==> src/rtl/packet_assembler.sv <==
// Serialises a parsed packet (headers A/B/C plus a lane-0-aligned payload) back onto
// the packet stream, prepending the headers and flushing any spilled residue in one extra beat.
module packet_assembler #(
    parameter int PACKET_WIDTH_BYTES = 8,
    parameter int HDR_A_BYTES        = 2,
    parameter int HDR_B_BYTES        = 4,
    parameter int HDR_C_BYTES        = 1
) (
    input  logic                                                    iClk,
    input  logic                                                    iReset_n,
    input  logic [8*(HDR_A_BYTES+HDR_B_BYTES+HDR_C_BYTES)-1:0]      iHeaders,
    input  logic [8*PACKET_WIDTH_BYTES-1:0]                         iPayload,
    input  logic                                                    iPayload_valid,
    input  logic                                                    iSop,
    input  logic                                                    iEop,
    input  logic [PACKET_WIDTH_BYTES-1:0]                           iByte_enable,
    output logic                                                    oPayload_ready,
    output logic                                                    oValid,
    output logic [8*PACKET_WIDTH_BYTES-1:0]                         oPacket,
    output logic                                                    oSop,
    output logic                                                    oEop,
    output logic [PACKET_WIDTH_BYTES-1:0]                           oByte_enable,
    output logic                                                    oError
);

    localparam int W  = PACKET_WIDTH_BYTES;
    localparam int HB = HDR_A_BYTES + HDR_B_BYTES + HDR_C_BYTES;
    localparam int DW = 8 * W;
    localparam int HW = 8 * HB;
    localparam int CW = $clog2(2 * W + 1);

    typedef enum logic [1:0] {
        ST_IDLE,
        ST_BODY,
        ST_TAIL
    } state_t;

    function automatic logic [CW-1:0] lead_ones(input logic [W-1:0] be);
        logic          run;
        logic [CW-1:0] n;
        run = 1'b1;
        n   = '0;
        for (int i = W - 1; i >= 0; i--) begin
            run = run & be[i];
            n   = n + CW'(run);
        end
        return n;
    endfunction

    function automatic logic [W-1:0] top_lanes(input logic [CW-1:0] k);
        return ~({W{1'b1}} >> k);
    endfunction

    function automatic logic [DW-1:0] lane_bits(input logic [W-1:0] be);
        logic [DW-1:0] bits;
        for (int i = 0; i < W; i++) begin
            bits[8*i +: 8] = {8{be[i]}};
        end
        return bits;
    endfunction

    state_t        state_q;
    logic [HW-1:0] resid_q;
    logic [W-1:0]  tail_mask_q;
    logic          ready_q;
    logic          valid_q;
    logic [DW-1:0] packet_q;
    logic          sop_q;
    logic          eop_q;
    logic [W-1:0]  be_q;
    logic          error_q;

    logic          accept;
    logic          be_zero;
    logic [CW-1:0] n_eff;
    logic [CW-1:0] sum;
    logic          fits;
    logic [DW-1:0] beat;
    logic [W-1:0]  eop_mask;
    logic [W-1:0]  tail_mask;

    // NOTE: every signal gets a default at the top of always_comb so no latch is inferred.
    always_comb begin
        accept    = iPayload_valid && ready_q;
        be_zero   = (iByte_enable == '0);
        n_eff     = be_zero ? CW'(1) : lead_ones(iByte_enable);
        sum       = CW'(HB) + n_eff;
        fits      = (sum <= CW'(W));
        beat      = {(iSop ? iHeaders : resid_q), iPayload[DW-1:HW]};
        eop_mask  = top_lanes(sum);
        tail_mask = top_lanes(sum - CW'(W));
    end

    // NOTE: sequential state uses non-blocking assignments only.
    always_ff @(posedge iClk) begin
        if (!iReset_n) begin
            state_q     <= ST_IDLE;
            resid_q     <= '0;
            tail_mask_q <= '0;
            ready_q     <= 1'b0;
            valid_q     <= 1'b0;
            packet_q    <= '0;
            sop_q       <= 1'b0;
            eop_q       <= 1'b0;
            be_q        <= '0;
            error_q     <= 1'b0;
        end else begin
            ready_q  <= 1'b1;
            valid_q  <= 1'b0;
            packet_q <= '0;
            sop_q    <= 1'b0;
            eop_q    <= 1'b0;
            be_q     <= '0;
            error_q  <= 1'b0;
            case (state_q)
                ST_TAIL: begin
                    valid_q  <= 1'b1;
                    eop_q    <= 1'b1;
                    be_q     <= tail_mask_q;
                    packet_q <= {resid_q, {(DW-HW){1'b0}}} & lane_bits(tail_mask_q);
                    state_q  <= ST_IDLE;
                end
                default: begin
                    if (accept) begin
                        if (!iSop && state_q == ST_IDLE) begin
                            // Stray continuation beat with no open packet: drop it.
                            error_q <= 1'b1;
                        end else begin
                            error_q <= (iSop && state_q == ST_BODY) || (iEop && be_zero);
                            resid_q <= iPayload[HW-1:0];
                            valid_q <= 1'b1;
                            sop_q   <= iSop;
                            if (iEop && fits) begin
                                eop_q    <= 1'b1;
                                be_q     <= eop_mask;
                                packet_q <= beat & lane_bits(eop_mask);
                                state_q  <= ST_IDLE;
                            end else if (iEop) begin
                                // Header offset spills the last bytes into a flush beat.
                                be_q        <= '1;
                                packet_q    <= beat;
                                tail_mask_q <= tail_mask;
                                ready_q     <= 1'b0;
                                state_q     <= ST_TAIL;
                            end else begin
                                be_q     <= '1;
                                packet_q <= beat;
                                state_q  <= ST_BODY;
                            end
                        end
                    end
                end
            endcase
        end
    end

    assign oPayload_ready = ready_q;
    assign oValid         = valid_q;
    assign oPacket        = packet_q;
    assign oSop           = sop_q;
    assign oEop           = eop_q;
    assign oByte_enable   = be_q;
    assign oError         = error_q;

endmodule

==> config.mk <==
export PLATFORM = sky130hd
export DESIGN_NAME = packet_assembler
export DESIGN_NICKNAME = d
export VERILOG_FILES = /design/src/rtl/packet_assembler.sv
export SDC_FILE = /design/constraint.sdc
export NUM_CORES = 1
export LEC_CHECK = 0
export CORE_ASPECT_RATIO = 0.6
export CORE_MARGIN = 2
export CORE_UTILIZATION = 50
export CTS_CLUSTER_DIAMETER = 40
export DETAILED_ROUTE_END_ITERATION = 16
export DONT_BUFFER_PORTS = 1
export SLEW_MARGIN = 40
export SYNTH_ARGS = -nofsm -noshare
export SYNTH_HDL_FRONTEND = slang
export SYNTH_SLANG_ARGS = --single-unit
==> constraint.sdc <==
create_clock -name iClk -period 7.2 [get_ports iClk]
set_input_delay 1.08 -clock iClk [delete_from_list [all_inputs] [get_ports iClk]]
set_output_delay 1.08 -clock iClk [all_outputs]
set_load 0.05 [all_outputs]
==> flow_summary.json, run 1 <==
{
  "postSynthAreaPerCell_um2": 9.43,
  "leakage_nw": 2.25,
  "end_kind": "flip-flop",
  "place.gp.congestion": 0.863,
  "viasPerCell": 5.87,
  "yosysUniqueCellTypes": 54,
  "cellPowerDensity_mw_per_mm2": 302,
  "cts_buffers": 17,
  "status": "finished, final reports clean",
  "synth-edff-count": 0,
  "antenna_found_initial": 0,
  "rsz0062_at_grt": "false",
  "skew_ns": 0.00873,
  "slew_headroom_pct": 50.2,
  "rows": 29,
  "yosys_warnings": 0,
  "post-route-period-util_pct": 77.3,
  "fmax_ghz": 0.180,
  "grt_start_max_net_pins": 67,
  "fin_ws_ns": 1.63,
  "worstSkewPairLatency_ns": 0.41,
  "hold_viol_final": 0,
  "worstMarginPinSlew_ns": 0.747,
  "clock_path_buffers": 2,
  "seqCellArea_mm2": 0.00286,
  "clk_pin_slew_worst_paths_ns": 0.06,
  "min_period_ns": 5.57,
  "nets": 700,
  "yosysSeqAreaShare_pct": 53.5,
  "synth-main-ff-cell": "dfxtp_1",
  "firstDrtPassIters": 5,
  "preCtsSetupSlack_ns": 1.22,
  "die_x_um": 137,
  "core_mm2": 0.0105,
  "numPortBuffers": 0,
  "grt.overflow.total": 0,
  "track_usage_pct": 24.0,
  "synth_nets": 709,
  "finalWirelength_mm": 13.6,
  "drtIter0Drc": 248,
  "die_h_um": 84.1,
  "h-tree-depth": 4,
  "worstSetupPathType": "input pin to flip-flop",
  "cp-start-kind": "input pin",
  "ir_worst_vdd_mv": 0.209,
  "hpwl_mm": 9.49,
  "clockRootBuffer": "clkbuf_16",
  "areaGrowthSynthToFinish_pct": 12.1,
  "grt_pass1_wl_mm": 21.2,
  "antennaDiodeCount": 0,
  "synthCells": 567,
  "maxSlewViolCount": 0,
  "cap_violations": 0,
  "cts_tree": "done",
  "required_ns": 7.49,
  "cts_resized": 0,
  "drc": 0,
  "post_cts_buffers": 0,
  "vias": 4157,
  "ant_nets": 0,
  "holdBufCountCts": 0,
  "crit_arrival_ns": 5.86,
  "clock_sinks": 143,
  "fillers": 911,
  "grt_pass1_vias": 4108,
  "setup_tns_ns": 0,
  "die-area_mm2": 0.0116,
  "post_drt_wl_per_cell_um": 19.3,
  "synth_seq_cells": 143,
  "drive_gt1_share_pct": 9.31,
  "start_util_pct": 51.0,
  "hold_path.class": "flip-flop to flip-flop",
  "setup_violations": 0,
  "postSynth.asyncResetShare_pct": 0,
  "multiInputGateArea_mm2": 0.00234,
  "ios": 210,
  "synth_area_mm2": 0.00535,
  "path_max_fanout": 7,
  "final_util_pct": 57.1
}
[area by class of cell]
cell class | count | share of cell area [%]
clock buffer | 19 | 7.39
timing repair buffer | 4 | 0.501
tap | 139 | 2.90
clock inverter | 11 | 1.94
inverter | 6 | 0.376
sequential | 143 | 47.8
multi-input combinational | 386 | 39.1
[cells in the final DEF, fill, tap and decap left out, types with 3 or more instances in the layout]
cell type | Yosys | final
dfxtp_1 | 143 | 143
nand2_1 | 134 | 134
a21oi_1 | 68 | 68
a22o_1 | 44 | 44
nor2_1 | 22 | 21
clkbuf_16 | 0 | 17
o21ai_0 | 15 | 15
and2_1 | 14 | 14
a32o_1 | 9 | 9
and3_1 | 6 | 6
ha_1 | 6 | 6
clkinv_2 | 0 | 5
inv_1 | 5 | 4
nand3_1 | 4 | 4
a31oi_1 | 4 | 4
buf_4 | 1 | 4
a21o_1 | 3 | 3
nor2b_1 | 3 | 3
o211ai_1 | 3 | 3
xnor2_1 | 3 | 3
a22oi_1 | 3 | 3
fa_1 | 3 | 3
clkinvlp_4 | 0 | 3
[Yosys cell counts, drive strengths merged, types with 3 or more instances]
cell,number,area share (%)
a22oi,4,0.66
buf,8,0.89
o21ai,20,2.0
dfxtp,143,54
and3,6,0.70
a211oi,3,0.51
o211ai,4,0.66
nor2b,3,0.35
inv,5,0.35
fa,3,1.1
nand3,4,0.37
nor2,23,1.7
a22o,44,7.2
nand2,134,9.4
clkbuf,24,1.7
xnor2,4,1.0
a21o,3,0.42
nor4,3,0.87
ha,6,1.4
a21oi,70,6.7
and2,15,1.8
a32o,9,1.7
a31oi,5,0.70
[registers in the layout, indices dropped and copies added, names as in the netlist]
name            count
oPayload_ready      1
oValid              1
oByte_enable        8
state_q             2
tail_mask_q         8
oError              1
oSop                1
resid_q            56
oEop                1
oPacket            64
[metrics by stage]
stage / area (um2) / hold WS (ns) / instances / total power, mW
final: 5990 / 0.453 / 708 / 1.81
after global routing: 5990 / 0.473 / 708 / 1.88
after CTS: 5980 / 0.455 / 707 / 1.82
after detailed placement: 5420 / 0.446 / 677 / 0.987
after global placement: 5420 / 0.442 / 677 / 0.984
after floorplan: 5350 / 0.427 / 567 / 0.961
[per-layer routing]
layer  vias up  share of wire [%]  GRT usage, %
met5         -                  0             0
met4         0                1.7          8.43
met3        19                 12          11.5
met2       187                 42          34.5
met1      1977                 44          31.4
li1       1974                  -             -
[where the power goes]
| group | internal, mW | switching (mW) |
|---|---|---|
| combinational | 0.0399 | 0.0786 |
| sequential | 0.813 | 0.0396 |
| clock | 0.513 | 0.327 |
| total | 1.37 | 0.445 |
[cell families (layout without fill, tap and decap cells)]
kind of cell / count (synthesis) / in the layout / share of synthesized area (%)
buffers and inverters: 38 / 40 / 3.00
multiplexers: 1 / 1 / 0.211
AO/OA/AOI/OAI: 178 / 178 / 23.9
AND/OR/NAND/NOR: 193 / 193 / 15.7
flip-flops: 143 / 143 / 53.5
adder cells (fa/ha/maj): 9 / 9 / 2.53
XOR/XNOR: 5 / 5 / 1.17
[worst paths after layout]
path	from	depth (start not counted)	slack (ns)	to
worst max-delay path	iByte_enable[5]	16	1.63	oPacket[51]
worst min-delay path	resid_q[49]	2	0.45	resid_q[49]
worst max register to register	oPayload_ready	5	4.63	oPacket[47]
worst min register to register	resid_q[49]	2	0.45	resid_q[49]
[critical path, cell delays in order]
cell and delay, ns:
and3_1 0.18, and3_1 0.22, and3_1 0.22, fa_1 0.56, fa_1 0.43, ha_1 0.25, fa_1 0.54, xor2_1 0.24
a2111oi_4 0.41, o21ai_0 0.17, inv_1 0.08, ha_1 0.25, nand2_1 0.20, nor4_4 0.47, a21oi_1 0.27, a22o_1 0.29
Note: power is estimated with default switching activity, not from simulation.
==> inputs of run 2 (changes only) <==
clock period = 5.3 ns   (was 7.2 ns; I/O delays follow)
==> flow_summary.json, run 2 (same netlist as run 1, synthesis figures left out) <==
{
  "track_usage_pct": 24.7,
  "place.gp.congestion": 0.897,
  "clk_pin_slew_worst_paths_ns": 0.06,
  "ios": 210,
  "end_kind": "flip-flop",
  "status": "finished, final reports clean",
  "die_h_um": 84.1,
  "worstSkewPairLatency_ns": 0.41,
  "design_area_mm2": 0.00617,
  "drive_gt1_share_pct": 12.5,
  "numPortBuffers": 0,
  "setup_violations": 0,
  "core_mm2": 0.0105,
  "skew_ns": 0.00506,
  "hold_path.class": "flip-flop to flip-flop",
  "largest_reg_flops": 64,
  "post-route-period-util_pct": 95.4,
  "worstPathBufferInverterCount": 1,
  "layout_common_cells": "143 x dfxtp_1, 134 x nand2_1, 68 x a21oi_1",
  "firstDrtPassIters": 4,
  "drtIter0Drc": 223,
  "worstMarginPinSlew_ns": 0.741,
  "fillers": 917,
  "grt_pass1_wl_mm": 22.0,
  "worst_r2r_startpoint": "oPayload_ready",
  "die-area_mm2": 0.0116,
  "cp_top_family": "adder cells",
  "cpPeakStageDelay_ns": 0.56,
  "final_common_cell": "dfxtp_1",
  "worstSetupPathType": "input pin to flip-flop",
  "clock_sinks": 143,
  "stdcell_count": 729,
  "post_cts_buffers": 0,
  "cts_tree": "done",
  "cp_slowest_cell": "fa_1",
  "rr_worst_depth": 5,
  "path_max_fanout": 8,
  "dpl-instance-area_mm2": 0.00557,
  "setup_tns_ns": 0,
  "grt.overflow.total": 0,
  "cap_violations": 0,
  "vias": 4202,
  "cp-start-kind": "input pin",
  "antennaDiodeCount": 0,
  "crit_end": "oPacket[46]",
  "slew_headroom_pct": 50.6,
  "grt_pass1_vias": 4112,
  "cts_buffers": 17,
  "r2r_end": "oPacket[46]",
  "cellPowerDensity_mw_per_mm2": 410,
  "path_cells": "and3_1 > and3_1 > and3_1 > fa_1 > fa_1 > ha_1 > fa_1 > xor2_1 > a2111oi_4 > o21ai_0 > inv_1 > ha_1 > nand2_1 > nor4_4 > o21ai_1 > a22o_1",
  "leakage_nw": 2.36,
  "final_util_pct": 58.9,
  "clock_path_buffers": 2,
  "fmax_ghz": 0.198,
  "drc": 0,
  "nets": 719,
  "ff2ff_setup_slack_ns": 2.67,
  "crit_arrival_ns": 5.36,
  "cp.depth": 16,
  "clockRootBuffer": "clkbuf_16",
  "antenna_found_initial": 0,
  "grt_start_max_net_pins": 67,
  "hold-worst-slack_ns": 0.452,
  "die_x_um": 137,
  "hpwl_mm": 9.71,
  "rsz0062_at_grt": "true",
  "dpl.cell_count": 697,
  "start_util_pct": 51.0,
  "areaGrowthSynthToFinish_pct": 15.5,
  "viasPerCell": 5.76,
  "required_ns": 5.60,
  "ir_worst_vdd_mv": 0.237,
  "min_period_ns": 5.06,
  "cts_resized": 0,
  "h-tree-depth": 4,
  "hold_viol_final": 0,
  "finalWirelength_mm": 13.8,
  "holdBufCountCts": 0,
  "seqCellArea_mm2": 0.00286,
  "rows": 29,
  "ant_nets": 0,
  "startpoint": "iByte_enable[5]",
  "multiInputGateArea_mm2": 0.00234,
  "maxSlewViolCount": 0,
  "post_drt_wl_per_cell_um": 18.9
}
[run 2: changes by cell type in the layout (fill, tap and decap cells not counted)]
cell and change:
buf_4 +19, clkbuf_8 +2, clkinv_2 -3, clkinv_4 +2, clkinvlp_4 -1, inv_6 +2
[run 2: final cells by class]
cell class	count	area share, %
clock inverters	11	2.09
inverters	6	0.365
well taps	139	2.82
multi-input cells	386	37.9
flip-flops and latches	143	46.4
clock buffers	21	7.62
repair buffers	23	2.80
[run 2: how the worst min path moves through the flow]
stage,start,end,slack (ns),depth (start not counted)
global placement,resid_q[18],resid_q[18],0.44,2
global route,resid_q[14],resid_q[14],0.47,2
CTS,resid_q[14],resid_q[14],0.45,2
finish,resid_q[14],resid_q[14],0.45,2
floorplan,tail_mask_q[0],oByte_enable[0],0.43,1
detailed placement,resid_q[14],resid_q[14],0.45,2
[run 2: worst register-to-register path, stage by stage, from the launching register on]
cell      delay, ns
dfxtp_1        0.66
and2_0         0.44
o211ai_1       0.30
or2_2          0.44
o21ai_1        0.52
a22o_1         0.22
[run 2: metrics by stage]
stage               power [mW]  setup WS, ns
floorplan                 1.31       0.00706
global placement          1.35       -0.0599
detailed placement        1.36        -0.189
CTS                       2.55         0.239
global route              2.62       -0.0538
finish                    2.53         0.241
[run 2: power breakdown]
part           total [mW]  leakage, nW  switching (mW)  internal [mW]
combinational       0.177        0.913           0.110         0.0672
clock                1.20        0.290           0.461          0.735
sequential           1.16         1.16          0.0534           1.10
total                2.53         2.36           0.625           1.91
[run 2: layer usage]
layer | vias up | GRT usage [%] | share of wire [%]
li1 | 2018 | - | -
met3 | 20 | 10.4 | 11
met5 | - | 0 | 0
met1 | 1975 | 34.0 | 46
met2 | 189 | 34.7 | 41
met4 | 0 | 9.00 | 1.5
